[config.mk]
export PLATFORM = sky130hd
export DESIGN_NAME = ysyx_22041071_rd_arb
export DESIGN_NICKNAME = d
export VERILOG_FILES = /design/src/rtl/ysyx_22041071_rd_arb.sv
export SDC_FILE = /design/constraint.sdc
export NUM_CORES = 1
export LEC_CHECK = 0
export ABC_AREA = 1
export CORE_ASPECT_RATIO = 1.1
export CORE_MARGIN = 5
export CORE_UTILIZATION = 40
export CTS_CLUSTER_SIZE = 30
export DETAILED_ROUTE_END_ITERATION = 10
export PLACE_DENSITY = 0.73
export SLEW_MARGIN = 30
export SYNTH_ARGS = -nofsm -noshare
export SYNTH_HDL_FRONTEND = slang
export SYNTH_SLANG_ARGS = --single-unit
[constraint.sdc]
create_clock -name clk -period 13.83 [get_ports clk]
set_input_delay 1.383 -clock clk [delete_from_list [all_inputs] [get_ports clk]]
set_output_delay 1.383 -clock clk [all_outputs]
set_load 0.005 [all_outputs]
[src/rtl/ysyx_22041071_rd_arb.sv]
// Round-robin read arbiter between IFU refill bursts and LSU loads, with beat
// counting, response routing and LSU byte alignment / sign extension.
module ysyx_22041071_rd_arb #(
    parameter int ADDR_W = 64,
    parameter int DATA_W = 64,
    parameter int LEN_W  = 8,
    parameter int ID_W   = 4
) (
    input  logic              clk,
    input  logic              reset,
    input  logic              if_req_valid,
    input  logic [ADDR_W-1:0] if_req_addr,
    input  logic [LEN_W-1:0]  if_req_len,
    output logic              if_req_ready,
    output logic              if_rsp_valid,
    output logic [DATA_W-1:0] if_rsp_data,
    output logic              if_rsp_last,
    output logic [1:0]        if_rsp_resp,
    input  logic              ls_req_valid,
    input  logic [ADDR_W-1:0] ls_req_addr,
    input  logic [1:0]        ls_req_size,
    input  logic              ls_req_signed,
    output logic              ls_req_ready,
    output logic              ls_rsp_valid,
    output logic [DATA_W-1:0] ls_rsp_data,
    output logic [1:0]        ls_rsp_resp,
    output logic              rd_ar_valid,
    output logic [ID_W-1:0]   rd_id,
    output logic [ADDR_W-1:0] rd_addr,
    output logic [LEN_W-1:0]  rd_len,
    output logic [1:0]        rd_size,
    input  logic              rd_ar_ready,
    input  logic              rd_r_valid,
    input  logic [DATA_W-1:0] rd_r_data,
    input  logic [1:0]        rd_r_resp
);

    typedef enum logic [1:0] {IDLE, ISSUE, WAIT} state_t;

    localparam logic GRANT_IF = 1'b0;
    localparam logic GRANT_LS = 1'b1;

    state_t           state;
    logic             last_grant;
    logic [LEN_W-1:0] beat_cnt;
    logic             ls_signed_q;
    logic [2:0]       ls_off_q;
    logic             grant_ls;
    logic             grant_if;
    logic             beat;
    logic             final_beat;

    // Shift the addressed bytes down, keep 1/2/4/8 bytes, then extend.
    function automatic logic [DATA_W-1:0] load_ext(
        input logic [DATA_W-1:0] raw,
        input logic [2:0]        off,
        input logic [1:0]        size,
        input logic              sgn
    );
        logic [DATA_W-1:0]        sh;
        logic signed [DATA_W-1:0] sx;
        logic [DATA_W-1:0]        zx;
        sh = raw >> {off, 3'b000};
        case (size)
            2'b00: begin
                sx = {{(DATA_W-8){sh[7]}}, sh[7:0]};
                zx = {{(DATA_W-8){1'b0}}, sh[7:0]};
            end
            2'b01: begin
                sx = {{(DATA_W-16){sh[15]}}, sh[15:0]};
                zx = {{(DATA_W-16){1'b0}}, sh[15:0]};
            end
            2'b10: begin
                sx = {{(DATA_W-32){sh[31]}}, sh[31:0]};
                zx = {{(DATA_W-32){1'b0}}, sh[31:0]};
            end
            default: begin
                sx = sh;
                zx = sh;
            end
        endcase
        return sgn ? sx : zx;
    endfunction

    // On a tie the requester not served last wins; reset leaves IFU as last.
    assign grant_ls     = ls_req_valid & (~if_req_valid | (last_grant == GRANT_IF));
    assign grant_if     = if_req_valid & ~grant_ls;
    assign if_req_ready = (state == IDLE) & grant_if;
    assign ls_req_ready = (state == IDLE) & grant_ls;
    assign beat         = (state == WAIT) & rd_r_valid;
    assign final_beat   = beat & (beat_cnt == rd_len);

    always_ff @(posedge clk or posedge reset) begin
        if (reset) begin
            state        <= IDLE;
            last_grant   <= GRANT_IF;
            beat_cnt     <= '0;
            ls_signed_q  <= 1'b0;
            ls_off_q     <= 3'b000;
            rd_ar_valid  <= 1'b0;
            rd_id        <= '0;
            rd_addr      <= '0;
            rd_len       <= '0;
            rd_size      <= 2'b00;
            if_rsp_valid <= 1'b0;
            if_rsp_data  <= '0;
            if_rsp_last  <= 1'b0;
            if_rsp_resp  <= 2'b00;
            ls_rsp_valid <= 1'b0;
            ls_rsp_data  <= '0;
            ls_rsp_resp  <= 2'b00;
        end else begin
            if_rsp_valid <= 1'b0;
            if_rsp_last  <= 1'b0;
            ls_rsp_valid <= 1'b0;
            case (state)
                IDLE: begin
                    if (if_req_ready) begin
                        rd_id       <= ID_W'(0);
                        rd_addr     <= if_req_addr;
                        rd_len      <= if_req_len;
                        rd_size     <= 2'b11;
                        last_grant  <= GRANT_IF;
                        rd_ar_valid <= 1'b1;
                        state       <= ISSUE;
                    end else if (ls_req_ready) begin
                        rd_id       <= ID_W'(1);
                        rd_addr     <= ls_req_addr;
                        rd_len      <= '0;
                        rd_size     <= ls_req_size;
                        ls_signed_q <= ls_req_signed;
                        ls_off_q    <= ls_req_addr[2:0];
                        last_grant  <= GRANT_LS;
                        rd_ar_valid <= 1'b1;
                        state       <= ISSUE;
                    end
                end
                ISSUE: begin
                    if (rd_ar_ready) begin
                        rd_ar_valid <= 1'b0;
                        beat_cnt    <= '0;
                        state       <= WAIT;
                    end
                end
                WAIT: begin
                    if (rd_r_valid) begin
                        beat_cnt <= beat_cnt + LEN_W'(1);
                        if (final_beat) state <= IDLE;
                    end
                end
                default: state <= IDLE;
            endcase
            // Beats are routed by the held ID; responses are never back-pressured.
            if (beat) begin
                if (rd_id == ID_W'(0)) begin
                    if_rsp_valid <= 1'b1;
                    if_rsp_data  <= rd_r_data;
                    if_rsp_resp  <= rd_r_resp;
                    if_rsp_last  <= final_beat;
                end else begin
                    ls_rsp_valid <= 1'b1;
                    ls_rsp_data  <= load_ext(rd_r_data, ls_off_q, rd_size, ls_signed_q);
                    ls_rsp_resp  <= rd_r_resp;
                end
            end
        end
    end

endmodule

### Word-level counts from Yosys, hierarchy flattened

Index checks and enable logic that the tools add are counted.

* register bits after elaboration: 229
* latch bits: 0
* bits of input ports: 211
* ROM bits: 0
* memories: 0
* RAM bits: 0

* mux-type cells: 31
* shift-type cells: 1
* reductions and logical operators: 13
* equality and inequality tests: 9
* $add $sub $neg: 1
* div/mod/pow operators: 0
* $lt $le $gt $ge: 0
* bitwise operators: 12
* multiply operators: 0

Operators with widths (number)
* $pmux W64 S3: 2
* $mux W64: 3
* $shr A64 B6 Y64: 1
* $mux W8: 4
* $pmux W8 S2: 1
* $mux W2: 7
* $mux W1: 10
* $reduce_and A3 Y1: 3
* $add A8 B1 Y8 const B: 1
* $eq A8 B8 Y1: 1
* $mux W4: 2
* $and A1 B1 Y1: 6
* $ne A2 B2 Y1 const B: 3
* $pmux W2 S3: 1
* $reduce_and A2 Y1: 3
* $reduce_bool A2 Y1: 3
* $not A1 Y1: 5
* $eq A2 B1 Y1 const B: 2
* $eq A2 B2 Y1 const B: 2
* $logic_not A2 Y1: 2
* $logic_not A4 Y1: 1
* $reduce_and A4 Y1: 1
* $ne A3 B3 Y1 const B: 1
* $pmux W1 S2: 1
* $or A1 B1 Y1: 1

### Logic depth before layout (Yosys ltp)

* word-level depth: 8
* depth in mapped cells: 14

### Worst setup path after synthesis

Ideal clock, no wire load.

* kind: in2out
* from: input ls_req_valid
* to: output if_req_ready
* arrival time: 2.086 ns
* required time: 12.447 ns
* buffers on the path: 1
* slack: 10.361 ns
* cell stages on the path: 5
* path through: a21boi_2 -> inv_2 -> nand3_2 -> inv_2 -> buf_1

* word-level cells in the longest chain between the ends: 4

RTL lines
* start, declared: RTL line 19 `input logic ls_req_valid,`
* $and A1 B1 Y1: RTL line 86 `assign grant_ls = ls_req_valid & (~if_req_valid | (last_grant == GRANT_IF));`
* $not A1 Y1: RTL line 87 `assign grant_if = if_req_valid & ~grant_ls;`
* $and A1 B1 Y1: RTL line 87
* $and A1 B1 Y1: RTL line 88 `assign if_req_ready = (state == IDLE) & grant_if;`
* end, declared: RTL line 14 `output logic if_req_ready,`

No other way between the ends.

### Worst setup path in the final report

* from: input if_req_valid
* to: output if_req_ready

* word-level cells in the longest chain between the ends: 6

RTL lines
* start, declared: RTL line 11 `input logic if_req_valid,`
* $not A1 Y1: RTL line 86
* $or A1 B1 Y1: RTL line 86
* $and A1 B1 Y1: RTL line 86
* $not A1 Y1: RTL line 87
* $and A1 B1 Y1 (*): RTL line 87
* $and A1 B1 Y1 (*): RTL line 88

Every way passes the cells marked *; elsewhere a longest branch is shown, timed or not.

==> impl_metrics.tcl <==
set metrics [dict create \
    status "completed" \
    core_region_area_sq_um 29700 \
    initial_core_util 0.406 \
    finalSetupViolations 0 \
    cts_made_buffers 26 \
    combPwrFrac 0.498 \
    ys_types 43 \
    async_reset_ff_frac 1.00 \
    drive_above_1_share 0.109 \
    cts_max_path_buffers 3 \
    die_w_um 176 \
    fillCellCount 2694 \
    netlist_area_sq_um 12100 \
    yosysTopAreaCell "dfrtp_1" \
    powerDensity_nw_per_um2 227 \
    max_freq_ghz 0.190 \
    overflow 0 \
    cts_setup_buffers 0 \
    reg2reg_slack_ns 10.26 \
    cpPeakStageDelay_ns 0.64 \
    drt_iter0_drc 1054 \
    yosys_warnings 0 \
    sw_frac_of_total 0.387 \
    cts_sinks 225 \
    cp_slowest_cell "clkdlybuf4s50_1" \
    fin_crit_ns 5.26 \
    synthFlopType "dfrtp_1" \
    skew_ns 0.0165 \
    drt_wl_total_mm 45.4 \
    vias 11700 \
    synth-edff-count 0 \
    ys_top_cells_by_area "dfrtp_1 47%, nand2_1 14%, a31oi_2 4.7%" \
    hold_viol 0 \
    htree_levels 1 \
    fin_nets 2066 \
    synth_cells 1496 \
    grt_pass1_wl_mm 67.8 \
    drt_pre_antenna_iters 6 \
    ys_seq_elements 225 \
    crit_required_ns 12.45 \
    vdd_drop_max_v 0.000104 \
    worstPathArrival_ns 3.88 \
    cts_tree "yes" \
    insertion_delay_ns 0.54 \
    p_switching_uw 1510 \
    path_cells "clkdlybuf4s50_1, a21boi_2, inv_2, nand3_2, buf_4, inv_2, buf_4, clkdlybuf4s50_1" \
    synth_common_cells "462 x nand2_1, 225 x dfrtp_1, 126 x inv_1" \
    rsz0062_at_grt "false" \
    worstSetupPathType "primary input to output port" \
    slew_headroom 0.382 \
    port_buffers 423 \
    grt_usage 0.259 \
    worstMarginPinSlew_ns 0.924 \
    ys_seq_area_frac 0.466 \
    start_kind "primary input" \
    areaGrowthSynthToFinish_pct 42.6 \
    p_int_uw 2400 \
    synthMostInstantiatedCell "nand2_1" \
    grt_pass1_vias 11600 \
    drc_errors 0 \
    postRouteAntennaNets 0 \
    syn_area_per_cell_sq_um 8.07 \
    fin_setup_tns_ns 0 \
    dieHeight_um 192 \
    antenna_found_initial 2 \
    slew_viol_final 0 \
    postLayoutCoreUtil 0.579 \
    avgViaCountPerCell 5.19 \
    yosys.area.top_type_share 0.466 \
    antennaDiodeCount 0 \
    crit_fanout 71 \
    ios 427 \
    post-route-period-util 0.381 \
    gp_routability_congestion 0.887 \
    avgRoutedWirePerCell_um 20.2 \
    endpoint_kind "output port" \
    row_count 66 \
    clock_power_share 0.185 \
    grt_max_degree 143 \
    hpwl_mm 34.5 \
    cts_resized 0 \
    holdCritPathClass "flip-flop to flip-flop" \
    root_buffer "clkbuf_16" \
    pwr-share-seq 0.317 \
    die_area_sq_um 33800 \
    leakagePower_uw 0.00781 \
    hold_buffers 0 \
    cts.clk_slew.worst_paths_ns 0.06 \
    maxCapViolCount 0 \
]
[area by class of cell]
cell class / count / area, sq um / share of cell area
Clock buffer: 32 / 723 / 0.0420
Clock inverter: 16 / 183 / 0.0106
Timing Repair Buffer: 433 / 4330 / 0.252
Inverter: 134 / 526 / 0.0305
Sequential cell: 225 / 5640 / 0.327
Multi-Input combinational cell: 1034 / 5350 / 0.311
Tap cell: 374 / 468 / 0.0272
[per-stage QoR]
stage               instances  total power, uW  setup WS (ns)  area, sq um  hold WS [ns]
floorplan                1498             2190           6.28        12100         0.465
global placement         2199             3160           8.59        16300         0.455
detailed placement       2199             3200           8.56        16300         0.462
CTS                      2247             3940           8.53        17200         0.477
global route             2248             4170           8.42        17200         0.505
finish                   2248             3910           8.57        17200         0.476
[cells in the final DEF (no fill, tap or decap), types with 8 or more instances in the layout]
master             n
clkbuf_16         26
clkdlybuf4s50_1  423
nand2_1          462
or2_2             48
o21ai_1           12
buf_4              8
a31oi_1           17
nor2_1            92
dfrtp_1          222
a21oi_1           36
o21ai_0          108
a21boi_2          13
nand3_1           86
clkinv_2          10
a31oi_2           45
inv_1            124
o211ai_1          46
[per-layer routing]
metal | GRT usage | wire length [um] | vias to the layer above
met5 | 0 | 25 | -
met4 | 0.112 | 2140 | 4
met3 | 0.0766 | 4540 | 98
met2 | 0.442 | 21700 | 583
met1 | 0.304 | 17000 | 5409
li1 | - | - | 5584
[logic make-up (layout without fill, tap and decap cells)]
family | after synthesis | after routing | share of synthesized area
adder cells (fa/ha/maj) | 1 | 1 | 0.00104
other | 1 | 3 | 0.000311
buffers and inverters | 239 | 615 | 0.0913
flip-flops | 225 | 225 | 0.466
AND/OR/NAND/NOR | 718 | 718 | 0.252
XOR/XNOR | 5 | 5 | 0.00363
AO/OA/AOI/OAI | 307 | 307 | 0.185
[worst paths after layout]
path	startpoint	end	depth (start not counted)
worst max-delay path	if_req_valid	if_req_ready	8
max in group asynchronous	reset	rd_addr[59]	3
min in group asynchronous	reset	if_rsp_data[63]	2
worst min register to register	if_rsp_data[62]	if_rsp_data[62]	2
worst min-delay path	if_rsp_data[62]	if_rsp_data[62]	2
worst max register to register	ls_off_q[1]	ls_rsp_data[58]	10
[critical path, delay by kind of cell]
family	cells	cell delay, ns
AO/OA/AOI/OAI	1	0.09
buffers and inverters	6	2.33
AND/OR/NAND/NOR	1	0.05
[sequential cells by signal (all words and copies together) (netlist names)]
signal and flops:
if_rsp_data 64, ls_rsp_data 64, rd_addr 64, beat_cnt 8, rd_len 8, ls_off_q 3, if_rsp_resp 2, ls_rsp_resp 2
rd_size 2, state 2, if_rsp_last 1, if_rsp_valid 1, last_grant 1, ls_rsp_valid 1, ls_signed_q 1, rd_ar_valid 1
[power groups by stage]
stage                     clock [uW]  sequential, uW  combinational, uW
after floorplan                    0            1180               1010
after global placement             0            1240               1920
after detailed placement           0            1250               1950
after CTS                        737            1240               1960
after global routing             766            1280               2120
final                            723            1240               1950
Power figures use the tool's default switching activity.
